<file path="src/rtl/gh_uart_pkg.sv">
// Constants shared by the UART TX and RX FIFOs.
package gh_uart_pkg;

    localparam int UART_FIFO_DEPTH = 16;
    localparam int UART_DATA_W     = 8;

    function automatic int fifo_cnt_w(input int depth);
        return $clog2(depth) + 1;
    endfunction

endpackage

</file>
<file path="src/rtl/gh_uart_tx_fifo_if.sv">
// Bus-side and transmitter-side signals of the UART TX FIFO.
// master = bus/transmitter side, slave = the FIFO itself.
interface gh_uart_tx_fifo_if
    import gh_uart_pkg::*;
#(
    parameter int DEPTH = UART_FIFO_DEPTH,
    parameter int WIDTH = UART_DATA_W
);
    logic                        srst;
    logic                        wr;
    logic [WIDTH-1:0]            d;
    logic                        rd;
    logic                        ovf_clr;
    logic [WIDTH-1:0]            q;
    logic                        d_ryn;
    logic                        full;
    logic                        empty;
    logic [fifo_cnt_w(DEPTH)-1:0] count;
    logic                        ovf;

    modport master (
        output srst, wr, d, rd, ovf_clr,
        input  q, d_ryn, full, empty, count, ovf
    );

    modport slave (
        input  srst, wr, d, rd, ovf_clr,
        output q, d_ryn, full, empty, count, ovf
    );
endinterface

</file>
<file path="src/rtl/gh_ram_dp_async_rd.sv">
// Simple dual-port RAM: synchronous write port, asynchronous read port.
module gh_ram_dp_async_rd #(
    parameter int AW = 4,
    parameter int W  = 8
) (
    input  logic          clk,
    input  logic          i_we,
    input  logic [AW-1:0] i_waddr,
    input  logic [W-1:0]  i_wdata,
    input  logic [AW-1:0] i_raddr,
    output logic [W-1:0]  o_rdata
);
    logic [W-1:0] r_mem [0:(1<<AW)-1];

    // NOTE: storage has no reset so it maps onto RAM/LUTRAM; readers qualify data with flags.
    always_ff @(posedge clk) begin
        if (i_we) begin
            r_mem[i_waddr] <= i_wdata;
        end
    end

    assign o_rdata = r_mem[i_raddr];
endmodule

</file>
<file path="src/rtl/gh_uart_tx_fifo.sv">
// Show-ahead UART transmit FIFO with sticky overflow flag.
// Define GH_UART_TX_FIFO_OVF_EN to enable the overflow flag; otherwise ovf is tied low.
module gh_uart_tx_fifo
    import gh_uart_pkg::*;
#(
    parameter int DEPTH = UART_FIFO_DEPTH,
    parameter int WIDTH = UART_DATA_W
) (
    input  logic              clk,
    input  logic              rst,
    gh_uart_tx_fifo_if.slave  bus
);
    localparam int AW = $clog2(DEPTH);
    localparam int CW = fifo_cnt_w(DEPTH);

    logic [AW-1:0]    r_rd_ptr;
    logic [AW-1:0]    r_wr_ptr;
    logic [CW-1:0]    r_count;
    logic             w_empty;
    logic             w_full;
    logic             w_rd_acc;
    logic             w_wr_acc;
    logic             w_we;
    logic [WIDTH-1:0] w_q;

    // NOTE: flags decode registered count only, so they change the cycle after the strobe.
    assign w_empty  = (r_count == '0);
    assign w_full   = (r_count == CW'(DEPTH));
    assign w_rd_acc = bus.rd & ~w_empty;
    assign w_wr_acc = bus.wr & (~w_full | w_rd_acc);
    assign w_we     = w_wr_acc & ~bus.srst;

    always_ff @(posedge clk or posedge rst) begin
        if (rst) begin
            r_rd_ptr <= '0;
            r_wr_ptr <= '0;
            r_count  <= '0;
        end else if (bus.srst) begin
            r_rd_ptr <= '0;
            r_wr_ptr <= '0;
            r_count  <= '0;
        end else begin
            if (w_wr_acc) begin
                r_wr_ptr <= r_wr_ptr + AW'(1);
            end
            if (w_rd_acc) begin
                r_rd_ptr <= r_rd_ptr + AW'(1);
            end
            case ({w_wr_acc, w_rd_acc})
                2'b10:   r_count <= r_count + CW'(1);
                2'b01:   r_count <= r_count - CW'(1);
                default: r_count <= r_count;
            endcase
        end
    end

`ifdef GH_UART_TX_FIFO_OVF_EN
    logic r_ovf;

    // A fresh overflow wins over a simultaneous clear.
    always_ff @(posedge clk or posedge rst) begin
        if (rst) begin
            r_ovf <= 1'b0;
        end else if (bus.srst) begin
            r_ovf <= 1'b0;
        end else if (bus.wr & ~w_wr_acc) begin
            r_ovf <= 1'b1;
        end else if (bus.ovf_clr) begin
            r_ovf <= 1'b0;
        end
    end

    assign bus.ovf = r_ovf;
`else
    logic w_unused_ovf_clr;

    assign w_unused_ovf_clr = bus.ovf_clr;
    assign bus.ovf          = 1'b0;
`endif

    gh_ram_dp_async_rd #(
        .AW (AW),
        .W  (WIDTH)
    ) u_ram (
        .clk     (clk),
        .i_we    (w_we),
        .i_waddr (r_wr_ptr),
        .i_wdata (bus.d),
        .i_raddr (r_rd_ptr),
        .o_rdata (w_q)
    );

    assign bus.q     = w_q;
    assign bus.count = r_count;
    assign bus.empty = w_empty;
    assign bus.full  = w_full;
    assign bus.d_ryn = w_empty;
endmodule
</file>
<file path="src/flat_wrapper.sv">
// flat-port wrapper written by rule: the top's interface ports become plain ports
module gh_uart_tx_fifo_flat import gh_uart_pkg::*;
#(
    parameter int DEPTH = UART_FIFO_DEPTH,
    parameter int WIDTH = UART_DATA_W
)
  (clk, rst, bus_srst, bus_wr, bus_d, bus_rd, bus_ovf_clr, bus_q, bus_d_ryn, bus_full, bus_empty, bus_count, bus_ovf);
  gh_uart_tx_fifo_if #(.DEPTH(DEPTH), .WIDTH(WIDTH)) bus_i ();
  input  logic clk;
  input  logic rst;
  input wire logic [$bits(bus_i.srst)-1:0] bus_srst;
  input wire logic [$bits(bus_i.wr)-1:0] bus_wr;
  input wire logic [$bits(bus_i.d)-1:0] bus_d;
  input wire logic [$bits(bus_i.rd)-1:0] bus_rd;
  input wire logic [$bits(bus_i.ovf_clr)-1:0] bus_ovf_clr;
  output wire logic [$bits(bus_i.q)-1:0] bus_q;
  output wire logic [$bits(bus_i.d_ryn)-1:0] bus_d_ryn;
  output wire logic [$bits(bus_i.full)-1:0] bus_full;
  output wire logic [$bits(bus_i.empty)-1:0] bus_empty;
  output wire logic [$bits(bus_i.count)-1:0] bus_count;
  output wire logic [$bits(bus_i.ovf)-1:0] bus_ovf;
  assign bus_i.srst = bus_srst;
  assign bus_i.wr = bus_wr;
  assign bus_i.d = bus_d;
  assign bus_i.rd = bus_rd;
  assign bus_i.ovf_clr = bus_ovf_clr;
  assign bus_q = bus_i.q;
  assign bus_d_ryn = bus_i.d_ryn;
  assign bus_full = bus_i.full;
  assign bus_empty = bus_i.empty;
  assign bus_count = bus_i.count;
  assign bus_ovf = bus_i.ovf;
  gh_uart_tx_fifo #(.DEPTH(DEPTH), .WIDTH(WIDTH)) u_core (.clk(clk), .rst(rst), .bus(bus_i));
endmodule
</file>
<file path="config.mk">
export PLATFORM = sky130hd
export DESIGN_NAME = gh_uart_tx_fifo_flat
export DESIGN_NICKNAME = d
export VERILOG_FILES = /design/src/rtl/gh_uart_pkg.sv /design/src/rtl/gh_uart_tx_fifo_if.sv /design/src/rtl/gh_ram_dp_async_rd.sv /design/src/rtl/gh_uart_tx_fifo.sv /design/src/flat_wrapper.sv
export SDC_FILE = /design/constraint.sdc
export NUM_CORES = 1
export LEC_CHECK = 0
export CAP_MARGIN = 5
export CELL_PAD_IN_SITES_DETAIL_PLACEMENT = 2
export CELL_PAD_IN_SITES_GLOBAL_PLACEMENT = 2
export CORE_MARGIN = 2
export CORE_UTILIZATION = 30
export DETAILED_ROUTE_END_ITERATION = 8
export PLACE_DENSITY_LB_ADDON = 0.1
export REMOVE_ABC_BUFFERS = 1
export SYNTH_ARGS = -nofsm -noshare
export SYNTH_HDL_FRONTEND = slang
export SYNTH_SLANG_ARGS = --single-unit
</file>
<file path="constraint.sdc">
create_clock -name clk -period 5.85 [get_ports clk]
set_input_delay 1.755 -clock clk [delete_from_list [all_inputs] [get_ports clk]]
set_output_delay 1.755 -clock clk [all_outputs]
set_load 0.02 [all_outputs]
</file>
==> qor.txt, run 1 <==
status = complete, no violations
Comb power frac = 23.6%
CP peak stage delay = 750 ps
Setup Buffers After CTS = 0
r2r setup slk = 2880 ps
CP most frequent cell = mux4_2
Die H = 144 um
# IOs = 31
Max-Slew Margin vs Limit = 45.6%
clk sink count = 141
Flop pwr share = 41.4%
TritonCTS clock tree = done
Total GRT Usage = 15.0%
final WL = 14200 um
crit path cell chain = buf_12 > mux4_2 > mux4_2 > clkdlybuf4s50_1
fill count = 1920
syn avg cell area = 19.6 um2
Starting Density = 30.3%
CP top delay family = multiplexers
Placed Cells = 595
DP Area = 0.00653 mm2
core area = 0.0193 mm2
DRT Pass-1 Iters = 4
CP startpoint kind = flip-flop
Slew Limit Fails = 0
routability cong. = 0.660
RSZ-0062 raised after global routing = false
adder-cell share of the synthesized area = 2.05%
DR vias/cell = 4.69
Post-Synth XOR/XNOR Area = 0.899%
pwr/cell area = 409 mW/mm2
cts hold-fix bufs = 0
mapped cell area = 0.00585 mm2
Synth Register Bits = 141
worst vdd ir = 0.208 mV
Worst Path Class, Setup = reg -> out
Total Nets Final = 372
Die W = 144 um
Clk pin slew, worst setup/hold paths = 60 ps
H-tree levels = 4
Cell variety after synth = 46
NetSw = 0.790 mW
period utilisation layout = 83.1%
post-detailed-route count of antenna-violating nets = 0
pin count of the biggest net entering global routing = 32
Crit-path slowest cell = dfrtp_2
CP Capture Type = primary output
DRC = 0
Fmax achieved = 0.206 GHz
initial antenna violation count = 0
DR iter-0 viols = 210
Port Buffers = 28
Clk pwr share = 35.0%
Final Critical Period = 4860 ps
sequential-to-total area share from yosys stat = 71.3%
dpl hpwl = 8920 um
Syn Inst Count = 298
CP Buf/Inv Count = 2
P&R area growth vs syn = 20.9%
multiplexer share of the synthesized area = 16.2%
leakage = 2.30 nW
worst slew pin tran = 816 ps
Root Buffer Master = clkbuf_16
first-pass GRT wire length = 21400 um
Ant. Diodes = 0
Max Cap Viol = 0
Setup WS post-layout = 987 ps
worst slack at placement = 1340 ps
clk_lat worst skew = 420 ps
Final Setup Violations = 0
Synth Area in Compound Gates = 3.51%
Final Cell Area = 0.00707 mm2
die area = 0.0206 mm2
CP required = 4090 ps
Gates resized, CTS repair = 0
internal power = 2.10 mW
post-layout util = 36.7%
largest family of logic cells by synthesized area = multiplexers
clock buffer depth = 2
Worst Path Arrival = 3110 ps
Critical Path Fanout Max = 19
global route overflow = 0
Via Count = 2935
number of cells in the finished layout apart from fillers = 626
Sw Share = 27.3%
row cnt = 51
Synth warnings = 0
clock buffer count from CTS = 17
clock skew = 8.23 ps
Fin. Hold Viols = 0
detail-routed net length per standard cell = 22.6 um
final setup TNS = 0 ps
Post-Synth Simple-Gate Area = 3.96%
vias in the first global route = 3285
share of layout cells above drive strength 1 = 26.3%
Hold/Removal Path Class = reg -> reg
Yosys cell counts (all sizes together):
cell	instances	area, um2
o211a	1	10.0
o21ai	4	20.0
or4	1	11.3
xor2	3	26.3
ha	8	100
nand2b	1	6.26
fa	1	20.0
and3	1	6.26
or2	2	12.5
buf	10	66.3
mux2	2	26.3
xnor2	3	26.3
nor2	26	97.6
o41ai	1	8.76
nor4	1	6.26
nand2	6	25.0
or3	1	6.26
nand3	4	20.0
clkbuf	5	18.8
a21oi	3	15.0
inv	9	33.8
o21a	1	7.51
conb	1	3.75
nand4	1	6.26
mux2i	2	20.0
o2111ai	2	17.5
nor3	3	15.0
a2111oi	1	8.76
a211oi	3	22.5
mux4	40	901
o311ai	1	26.3
o211ai	4	48.8
a21o	1	7.51
edfxtp	128	3840
a31oi	1	12.5
nor2b	3	18.8
dfrtp	13	325
state kept, by name, indices dropped and copies added, names as in the netlist:
register            cells
u_core.bus.count        5
u_core.r_rd_ptr         4
u_core.r_wr_ptr         4
u_core.u_ram.r_mem    128
kinds of logic (layout without fill, tap and decap cells):
group	after synthesis	after routing
mux	44	44
simple gates	50	50
buf+inv	24	87
compound gates	23	23
flops	141	141
other cells	1	1
xor+xnor	6	6
fa+ha+maj	9	9
path summary, 6_finish.rpt:
| path | startpoint | to | depth (start not counted) |
|---|---|---|---|
| hold reg to reg | u_core.r_wr_ptr[0] | u_core.r_wr_ptr[0] | 2 |
| hold / removal | u_core.r_wr_ptr[0] | u_core.r_wr_ptr[0] | 2 |
| max in group asynchronous | rst | u_core.r_rd_ptr[0] | 2 |
| setup reg to reg | u_core.bus.count[3] | u_core.bus.count[3] | 8 |
| min in group asynchronous | rst | u_core.bus.count[0] | 2 |
| setup / recovery | u_core.r_rd_ptr[0] | bus_q[5] | 4 |
cell type report:
class / count / area [um2] / share of cell area, %
Clock buffer: 21 / 440 / 6.23
Clock inverter: 10 / 98.8 / 1.40
Inverter: 9 / 33.8 / 0.478
Multi-Input combinational cell: 133 / 1560 / 22.1
Sequential cell: 141 / 4170 / 59.0
Tap cell: 265 / 332 / 4.69
Timing Repair Buffer: 47 / 435 / 6.16
cell usage in the layout, fill, tap and decap left out, types with 3 or more instances in the layout:
cell	n
a21oi_1	3
nand3_1	4
xnor2_1	3
nor3_1	3
nor2_1	26
xor2_1	3
clkinv_1	3
ha_1	8
o21ai_0	3
buf_4	18
inv_1	8
clkinv_2	4
clkdlybuf4s50_1	28
nor2b_1	3
nand2_1	5
a211oi_1	3
edfxtp_1	128
clkbuf_16	17
dfrtp_1	12
clkbuf_1	4
mux4_2	40
per-layer routing:
metal	share of wire [%]	GRT usage, %
met5	0	0
met4	1.4	5.11
met3	2.6	3.73
met2	49	24.0
met1	47	20.0
metrics by stage:
stage	power [mW]	hold WS (ps)
floorplan	1.65	559
global placement	1.91	618
detailed placement	1.91	642
CTS	2.93	653
global route	3.02	688
finish	2.89	645
power by group through the flow:
stage               Sequential, mW  Combinational (mW)  Clock (mW)
floorplan                     1.25               0.406           0
global placement              1.22               0.689           0
detailed placement            1.22               0.694           0
CTS                           1.20               0.696        1.04
global route                  1.21               0.740        1.08
finish                        1.20               0.681        1.01
worst reg2reg max path: stages (launching register included):
cell	delay, ps
dfrtp_1	450
or4_4	660
o211ai_4	290
inv_2	120
ha_1	280
a21o_1	190
and3_1	170
a2111oi_0	510
mux2_4	240
No activity file was read; power rests on OpenSTA's default activity.
==> run 2, diff against run 1 <==
==> constraint.sdc (replaced) <==
create_clock -name clk -period 4.4 [get_ports clk]
set_input_delay 1.32 -clock clk [delete_from_list [all_inputs] [get_ports clk]]
set_output_delay 1.32 -clock clk [all_outputs]
set_load 0.02 [all_outputs]
==> run 2 against run 1 <==
Sequential power up 29%. Highest routed layer unchanged. Sequential share of layout area fell by 0.51 points. Critical endpoint is now bus_q[2]. Die area is the same. Critical path depth stayed put. Routed wire length shrank 1.2%.
==> qor.txt, run 2 (synthesis gave the netlist of run 1 again) <==
RSZ-0062 raised after global routing = false
TritonCTS clock tree = done
Ant. Diodes = 0
row cnt = 51
DR vias/cell = 4.66
vias in the first global route = 3297
P&R area growth vs syn = 22.0%
status = complete, no violations
Die H = 144 um
leakage = 2.34 nW
Port Buffers = 28
Final Setup Violations = 0
Max-Slew Margin vs Limit = 31.7%
number of flip-flops in the largest register = 128
Max Cap Viol = 0
core area = 0.0193 mm2
global route overflow = 0
clk_lat worst skew = 420 ps
post-detailed-route count of antenna-violating nets = 0
Worst Path Arrival = 2730 ps
# IOs = 31
initial antenna violation count = 0
Clk pin slew, worst setup/hold paths = 60 ps
Setup Buffers After CTS = 0
worst vdd ir = 0.256 mV
DRC = 0
Design Power = 3.85 mW
clock buffer depth = 2
Hold/Removal Path Class = reg -> reg
Die W = 144 um
CP required = 3080 ps
Starting Density = 30.3%
highest-count cells in the layout ignoring fill and taps = 128 x edfxtp_1, 40 x mux4_2, 28 x clkdlybuf4s50_1
DR iter-0 viols = 147
dpl hpwl = 8880 um
H-tree levels = 4
routability cong. = 0.686
first-pass GRT wire length = 21400 um
detail-routed net length per standard cell = 22.2 um
clock buffer count from CTS = 17
CP Capture Type = primary output
Fmax achieved = 0.247 GHz
Total GRT Usage = 15.1%
period utilisation layout = 92.0%
worst slew pin tran = 1020 ps
commonest non-fill, non-tap cell in the layout = edfxtp_1
Gates resized, CTS repair = 0
clk sink count = 141
Critical Path Fanout Max = 35
pin count of the biggest net entering global routing = 36
final WL = 14000 um
clock skew = 7.43 ps
Fin. Hold Viols = 0
cts hold-fix bufs = 0
pwr/cell area = 539 mW/mm2
die area = 0.0206 mm2
Slew Limit Fails = 0
Top reg by flops = u_core.u_ram.r_mem
DRT Pass-1 Iters = 4
Total Nets Final = 379
share of layout cells above drive strength 1 = 27.8%
Root Buffer Master = clkbuf_16
Via Count = 2944
Worst Path Class, Setup = reg -> out
CP startpoint kind = flip-flop
final setup TNS = 0 ps
Final Critical Period = 4050 ps
-- run 2: changes by cell type in the layout (fill, tap and decap cells not counted), sizes merged --
cell and change:
buf +7, clkbuf -2, clkinv +1
-- run 2: layer usage --
metal	track usage, %	wire length [um]
met1	20.0	6460
met5	0	0
met2	24.3	6990
met4	5.42	170
met3	3.60	381
-- run 2: layout make-up --
type / count / area [um2]
clock buffer: 19 / 433
sequential: 141 / 4170
timing repair buffer: 54 / 500
inverter: 9 / 33.8
multi-input combinational: 133 / 1560
tap: 265 / 332
clock inverter: 11 / 103
fill: 1906 / 12100
-- run 2: final timing paths --
check                                          from             endpoint  slack [ps]  cells past startpoint
worst max-delay path             u_core.r_rd_ptr[0]             bus_q[2]         350                      4
worst min-delay path             u_core.r_wr_ptr[2]   u_core.r_wr_ptr[2]         650                      2
worst max register to register  u_core.bus.count[3]  u_core.bus.count[3]        1460                      8
worst min register to register   u_core.r_wr_ptr[2]   u_core.r_wr_ptr[2]         650                      2
max in group asynchronous                       rst   u_core.r_rd_ptr[0]        2730                      2
min in group asynchronous                       rst  u_core.bus.count[1]        1270                      2
-- run 2: per-stage QoR --
step	utilization, %	setup WS, ps	hold slack [ps]	cell area (um2)	instances
3_5_place_dp	34.2	522	631	6600	602
5_1_grt	37.0	244	675	7130	632
4_1_cts	37.0	286	649	7130	632
3_3_place_gp	34.2	545	616	6600	602
2_1_floorplan	-	457	559	5760	283
6_report	37.0	350	645	7130	632
-- run 2: report_power, final --
part	leakage, nW	switching [mW]	total, mW	internal [mW]
sequential	1.33	0.0532	1.55	1.50
combinational	0.745	0.486	0.963	0.478
clock	0.262	0.516	1.33	0.814
total	2.34	1.05	3.85	2.79
-- run 2: worst max-delay path, stage by stage (launching register included) --
cell,delay [ps]
dfrtp_2,370
buf_12,300
mux4_2,590
mux4_2,480
clkdlybuf4s50_1,550
